**src/rtl/num_entry.sv**
```systemverilog
// ---------------------------------------------------------------------------
// num_entry
//
// Keypad-side number builder for the calculator datapath. Decoded key events
// arrive one at a time. Digits accumulate into an unsigned decimal magnitude,
// and the minus key toggles a sign flag. The result is presented as a signed
// two's-complement operand for the ALU. The display path later reverses this
// step: it splits a result back into a magnitude and a negative flag.
//
// Parameters:
//   WIDTH       width of the signed output word (bit WIDTH-1 is the sign)
//   MAX_DIGITS  maximum significant decimal digits; 10^MAX_DIGITS-1 must fit
//               in WIDTH-1 bits
//
// Ports:
//   clk        clock
//   rst_n      asynchronous active-low reset
//   key_valid  a key event is present this cycle
//   key_code   0-9 digit, 10 minus, 11 clear, 12 enter, 13 backspace
//              (backspace only with BACKSPACE_EN); other codes are ignored
//   key_ready  block can take a key (accept = key_valid && key_ready)
//   num        signed operand, neg ? -mag : mag (registered)
//   neg        sign flag
//   digit_cnt  number of significant digits currently held
//   num_valid  one-cycle pulse when num is a completed operand
//   err        one-cycle pulse when a digit is refused at the digit limit
//
// Build option:
//   BACKSPACE_EN  when defined, code 13 removes the last digit. It divides
//                 mag by 10 with a bit-serial restoring divider that takes
//                 WIDTH-1 cycles. key_ready is low while the divider runs.
// ---------------------------------------------------------------------------
module num_entry #(
    parameter int WIDTH      = 25,
    parameter int MAX_DIGITS = 7
) (
    input  logic             clk,
    input  logic             rst_n,
    input  logic             key_valid,
    input  logic [4:0]       key_code,
    output logic             key_ready,
    output logic [WIDTH-1:0] num,
    output logic             neg,
    output logic [3:0]       digit_cnt,
    output logic             num_valid,
    output logic             err
);

    localparam int MAG_W = WIDTH - 1;

    localparam logic [1:0] ST_ENTRY = 2'd0;
    localparam logic [1:0] ST_DONE  = 2'd1;

    localparam logic [4:0] KEY_MINUS = 5'd10;
    localparam logic [4:0] KEY_CLEAR = 5'd11;
    localparam logic [4:0] KEY_ENTER = 5'd12;

    localparam logic [3:0]       MAX_CNT = 4'(MAX_DIGITS);
    localparam logic [WIDTH-1:0] ZERO_W  = '0;
    localparam logic [MAG_W-1:0] ZERO_M  = '0;

`ifdef BACKSPACE_EN
    localparam logic [1:0] ST_DIV   = 2'd2;
    localparam logic [4:0] KEY_BACK = 5'd13;
    localparam int         CNT_W    = $clog2(WIDTH);
    localparam logic [CNT_W-1:0] DIV_LAST = CNT_W'(WIDTH - 2);
`endif

    logic [1:0]       state;
    logic [1:0]       state_nxt;
    logic [MAG_W-1:0] mag;
    logic [MAG_W-1:0] mag_nxt;
    logic             neg_nxt;
    logic [3:0]       cnt_nxt;
    logic [WIDTH-1:0] num_nxt;
    logic             num_valid_nxt;
    logic             err_nxt;

    logic             accept;
    logic             is_digit;
    logic [3:0]       key_digit;
    logic [MAG_W-1:0] digit_ext;
    logic [MAG_W-1:0] mag_x10d;
    logic [WIDTH-1:0] mag_ext;

    // Key decode. A key counts only when it is presented and the block can
    // take it. Only a digit uses the low nibble of the code.
    assign accept    = key_valid && key_ready;
    assign is_digit  = (key_code <= 5'd9);
    assign key_digit = key_code[3:0];
    assign digit_ext = {{(MAG_W-4){1'b0}}, key_digit};

    // Append a digit: mag*10 + d. The x10 is two shifted adds
    // (x8 + x2), so no multiplier is built.
    assign mag_x10d = {mag[MAG_W-4:0], 3'b000} + {mag[MAG_W-2:0], 1'b0} + digit_ext;

`ifdef BACKSPACE_EN
    logic [MAG_W-1:0] dq;
    logic [MAG_W-1:0] dq_nxt;
    logic [3:0]       rem;
    logic [3:0]       rem_nxt;
    logic [CNT_W-1:0] div_cnt;
    logic [CNT_W-1:0] div_cnt_nxt;
    logic [4:0]       rem_shift;
    logic             q_bit;
    logic [3:0]       rem_step;
    logic [MAG_W-1:0] quot_step;

    // One restoring-division step by 10. The next dividend bit shifts into
    // the partial remainder. When the result reaches the divisor, the divisor
    // is subtracted and a 1 quotient bit is produced. The dividend shifts out
    // of dq at the top while quotient bits shift in at the bottom. After
    // WIDTH-1 steps, dq holds the quotient.
    assign rem_shift = {rem, dq[MAG_W-1]};
    assign q_bit     = (rem_shift >= 5'd10);
    assign rem_step  = q_bit ? 4'(rem_shift - 5'd10) : rem_shift[3:0];
    assign quot_step = {dq[MAG_W-2:0], q_bit};

    // The only time the block stalls the keypad is while the divider runs.
    assign key_ready = (state != ST_DIV);
`else
    // There is no multi-cycle operation, so every key can be taken at once.
    assign key_ready = 1'b1;
`endif

    // Next-state logic for the entry FSM. Every register holds its value by
    // default. The two pulses default low, so each one lasts exactly one
    // cycle after the key that caused it.
    always_comb begin
        state_nxt     = state;
        mag_nxt       = mag;
        neg_nxt       = neg;
        cnt_nxt       = digit_cnt;
        num_valid_nxt = 1'b0;
        err_nxt       = 1'b0;
`ifdef BACKSPACE_EN
        dq_nxt        = dq;
        rem_nxt       = rem;
        div_cnt_nxt   = div_cnt;
`endif
        case (state)
            ST_ENTRY: begin
                if (accept) begin
                    if (is_digit) begin
                        if (digit_cnt < MAX_CNT) begin
                            mag_nxt = mag_x10d;
                            if ((mag != ZERO_M) || (key_digit != 4'd0)) begin
                                cnt_nxt = digit_cnt + 4'd1;
                            end
                        end else begin
                            err_nxt = 1'b1;
                        end
                    end else if (key_code == KEY_MINUS) begin
                        neg_nxt = ~neg;
                    end else if (key_code == KEY_ENTER) begin
                        num_valid_nxt = 1'b1;
                        state_nxt     = ST_DONE;
                    end else if (key_code == KEY_CLEAR) begin
                        mag_nxt = ZERO_M;
                        neg_nxt = 1'b0;
                        cnt_nxt = 4'd0;
                    end
`ifdef BACKSPACE_EN
                    else if ((key_code == KEY_BACK) && (digit_cnt != 4'd0)) begin
                        dq_nxt      = mag;
                        rem_nxt     = 4'd0;
                        div_cnt_nxt = '0;
                        state_nxt   = ST_DIV;
                    end
`endif
                end
            end

            ST_DONE: begin
                // The finished operand stays on num until a new key arrives.
                // A digit or a minus starts a new operand instead of editing
                // the finished one.
                if (accept) begin
                    if (is_digit) begin
                        mag_nxt   = digit_ext;
                        neg_nxt   = 1'b0;
                        cnt_nxt   = (key_digit != 4'd0) ? 4'd1 : 4'd0;
                        state_nxt = ST_ENTRY;
                    end else if (key_code == KEY_MINUS) begin
                        mag_nxt   = ZERO_M;
                        neg_nxt   = 1'b1;
                        cnt_nxt   = 4'd0;
                        state_nxt = ST_ENTRY;
                    end else if (key_code == KEY_ENTER) begin
                        num_valid_nxt = 1'b1;
                    end else if (key_code == KEY_CLEAR) begin
                        mag_nxt   = ZERO_M;
                        neg_nxt   = 1'b0;
                        cnt_nxt   = 4'd0;
                        state_nxt = ST_ENTRY;
                    end
                end
            end

`ifdef BACKSPACE_EN
            ST_DIV: begin
                // Keys are not accepted here. mag, and so num, keeps the old
                // value until the final step writes the quotient back.
                dq_nxt      = quot_step;
                rem_nxt     = rem_step;
                div_cnt_nxt = div_cnt + CNT_W'(1);
                if (div_cnt == DIV_LAST) begin
                    mag_nxt   = quot_step;
                    cnt_nxt   = digit_cnt - 4'd1;
                    state_nxt = ST_ENTRY;
                end
            end
`endif

            default: begin
                state_nxt = ST_ENTRY;
            end
        endcase
    end

    // num is registered from the next-state magnitude and sign, so it changes
    // on the same edge as the key that changes them.
    assign mag_ext = {1'b0, mag_nxt};
    assign num_nxt = neg_nxt ? (ZERO_W - mag_ext) : mag_ext;

    // State and output registers. An asynchronous reset clears everything,
    // including an unfinished division, and returns the block to an empty
    // entry.
    always_ff @(posedge clk or negedge rst_n) begin
        if (!rst_n) begin
            state     <= ST_ENTRY;
            mag       <= '0;
            neg       <= 1'b0;
            digit_cnt <= 4'd0;
            num       <= '0;
            num_valid <= 1'b0;
            err       <= 1'b0;
        end else begin
            state     <= state_nxt;
            mag       <= mag_nxt;
            neg       <= neg_nxt;
            digit_cnt <= cnt_nxt;
            num       <= num_nxt;
            num_valid <= num_valid_nxt;
            err       <= err_nxt;
        end
    end

`ifdef BACKSPACE_EN
    // Divider working registers. They are only meaningful in the divide
    // state, and they are loaded again each time a backspace is accepted.
    always_ff @(posedge clk or negedge rst_n) begin
        if (!rst_n) begin
            dq      <= '0;
            rem     <= 4'd0;
            div_cnt <= '0;
        end else begin
            dq      <= dq_nxt;
            rem     <= rem_nxt;
            div_cnt <= div_cnt_nxt;
        end
    end
`endif

endmodule

```
**config.mk**
```make
export PLATFORM = sky130hd
export DESIGN_NAME = num_entry
export DESIGN_NICKNAME = d
export VERILOG_FILES = /design/src/rtl/num_entry.sv
export SDC_FILE = /design/constraint.sdc
export NUM_CORES = 1
export LEC_CHECK = 0
export CORE_MARGIN = 2
export CORE_UTILIZATION = 25
export CTS_BUF_LIST = sky130_fd_sc_hd__clkbuf_8 sky130_fd_sc_hd__clkbuf_16
export CTS_CLUSTER_DIAMETER = 80
export DETAILED_ROUTE_END_ITERATION = 10
export PLACE_DENSITY = 0.47
export SLEW_MARGIN = 20
export SYNTH_ARGS = -nofsm -noshare
export SYNTH_HDL_FRONTEND = slang
export SYNTH_SLANG_ARGS = --single-unit
```
**constraint.sdc**
```tcl
create_clock -name clk -period 5.6 [get_ports clk]
set_input_delay 1.12 -clock clk [delete_from_list [all_inputs] [get_ports clk]]
set_output_delay 1.12 -clock clk [all_outputs]
set_load 0.01 [all_outputs]
```
==> flow_metrics.tcl, run 1 <==
set metrics [dict create \
    grt_usage 0.1361 \
    tritoncts "yes" \
    pre_cts_ws_ns 0.1165 \
    hold_violations 0 \
    finClkSkew_ns 0.003910 \
    worstSetupStartpoint "key_code[3]" \
    hold_buffers 0 \
    cp-start-kind "input pin" \
    core_um2 17300 \
    clockBufferDepth 2 \
    ant_nets 0 \
    firstDrtPassIters 5 \
    r2r_slack_ns 1.15 \
    vias_per_cell 5.104 \
    drt_iter0_drc 283 \
    fin_crit_ns 5.158 \
    cts_setup_buffers 0 \
    wl_met3_um 501 \
    ys_async_sr_fraction 1.000 \
    cts_sinks 56 \
    syn_inst 488 \
    fin_cells 757 \
    dpl.cell_count 749 \
    fin_ws_ns 0.4420 \
    critPathCaptureType "flip-flop" \
    finalPower_mw 2.846 \
    synthTopCellsByCount "dfrtp_1 (56), nand2_1 (46), ha_1 (44)" \
    ys_seq_elements 56 \
    syn_area_per_cell_um2 9.033 \
    drc 0 \
    synth-warning-count 0 \
    hold_class "reg2reg" \
    syn-cell-area_um2 4408 \
    fin_crit_sh 0.9211 \
    cts_buffers 5 \
    holdWs_ns 0.5769 \
    met1_length_um 6105 \
    wl_met2_um 5452 \
    ys.flop_type "dfrtp_1" \
    hpwlAfterDp_um 9559 \
    utilization 0.3007 \
    n_antenna_cell 0 \
    grt_pass1_vias 3749 \
    cp.required_ns 5.82 \
    ios 41 \
    irDropWorstVdd_v 0.0002044 \
    synth_edf_count 0 \
    synth_fp_nets 542 \
    fp.dieW_um 136.8 \
    core.rowCount 48 \
    final_cell_area_um2 5201 \
    grt_max_degree 57 \
    power_density_nw_per_um2 547.3 \
    cts_max_level 2 \
    synth_most_common_cell "dfrtp_1" \
    drive_gt1_frac 0.1071 \
    die_h_um 136.8 \
    fillers 1815 \
    grt-ovfl-total 0 \
    drv_slew 0 \
    dieArea_um2 18710 \
    arrival_ns 5.38 \
    io_buffers 39 \
    nets 585 \
    wire_per_inst_um 16.25 \
    synth_top_cell_by_area "dfrtp_1" \
    globalplace.congestion 0.8230 \
    min_from "digit_cnt[3]" \
    clkLatencyLatePin_ns 0.30 \
    vias 3864 \
    start_util 0.2548 \
    synthTopCellsByArea "dfrtp_1 (32%), ha_1 (12%), a21oi_1 (4.2%)" \
    grt_setup_unrepaired "false" \
    tightest_slew_ns 0.7084 \
    area_growth_pct 18.00 \
    grt_pass1_wl_um 20270 \
    seq_area_frac_synth 0.3179 \
    placed_area_um2 5055 \
    dr.max_layer_used "met4" \
    synth_cell_types 75 \
    outcome "complete, no violations" \
    slew_headroom 0.5210 \
    worst-setup-path-type "in2reg" \
    post_cts_resized 0 \
    routed_wl_um 12300 \
    antenna_found_initial 0 \
    fmax_mhz 193.9 \
    cts_root_buf "clkbuf_16" \
    cap_violations 0 \
    regToRegStartpoint "mag[0]" \
    p_leak_nw 2.330 \
    critPathMaxFanout 4 \
    cts.clk_slew.worst_paths_ns 0.07 \
    netlist.area_leader.share 0.3179 \
    setup_tns_ns 0 \
    finalSetupViolCount 0 \
]
-- layout make-up --
class	count	area (um2)	share of cell area
Clock buffer	5	125.1	0.02406
Clock inverter	3	21.27	0.004089
Inverter	23	86.33	0.01660
Multi-Input combinational cell	388	2765	0.5316
Sequential cell	56	1401	0.2694
Tap cell	225	281.5	0.05413
Timing Repair Buffer	57	520.5	0.1001
-- power breakdown --
| group | internal, mW | switching (mW) | leakage [nW] | total (mW) |
|---|---|---|---|---|
| sequential | 0.580 | 0.155 | 0.714 | 0.734 |
| clock | 0.167 | 0.148 | 0.0702 | 0.315 |
| combinational | 0.796 | 1.00 | 1.55 | 1.80 |
| total | 1.54 | 1.30 | 2.33 | 2.85 |
-- sequential cells by signal, summed over array words and instances, names as in the netlist --
signal and cells:
num_valid 1, mag 24, neg 1, state 1
err 1, digit_cnt 4, num 24
-- placed cells by master (no fill, tap or decap), drive strengths merged, types with 12 or more instances in the layout --
cell type      instances
nor2                  34
inv                   24
a21oi                 39
buf                   19
o21ai                 35
dfrtp                 56
xnor2                 20
nor3                  12
clkdlybuf4s50         38
nand2                 47
ha                    44
-- worst paths after layout --
kind / depth (start not counted) / to
setup / recovery: 13 / num[20]
hold / removal: 2 / digit_cnt[3]
setup reg to reg: 12 / num[20]
hold reg to reg: 2 / digit_cnt[3]
max in group asynchronous: 2 / mag[19]
min in group asynchronous: 2 / num[2]
-- worst max-delay path, cell delays in order --
cell,delay (ns)
clkdlybuf4s50_1,0.48
inv_1,0.06
fa_1,0.53
inv_1,0.07
fa_1,0.48
a211oi_2,0.32
nor4_1,0.12
or4_1,0.41
a32o_2,0.32
or4_4,0.56
or4_4,0.56
o31ai_2,0.22
xnor2_1,0.14
-- metal layers --
layer	track usage	up-vias
li1	-	1904
met1	0.1998	1857
met2	0.2075	86
met3	0.01481	17
met4	0.04410	0
met5	0	-
-- logic make-up after synthesis --
| logic type | count (synthesis) | share of synthesized area |
|---|---|---|
| XOR/XNOR | 28 | 0.05564 |
| AO/OA/AOI/OAI | 147 | 0.2319 |
| multiplexers | 1 | 0.002271 |
| AND/OR/NAND/NOR | 165 | 0.2027 |
| other | 1 | 0.0008507 |
| buffers and inverters | 44 | 0.05478 |
| flip-flops | 56 | 0.3179 |
| adder cells (fa/ha/maj) | 46 | 0.1340 |
(Power assumes the default switching activity.)
==> run 2, diff against run 1 <==
- CTS_CLUSTER_DIAMETER: 80 -> 60
==> results of run 2 <==
The final DEF is identical to that of run 1; final timing and power are the same.
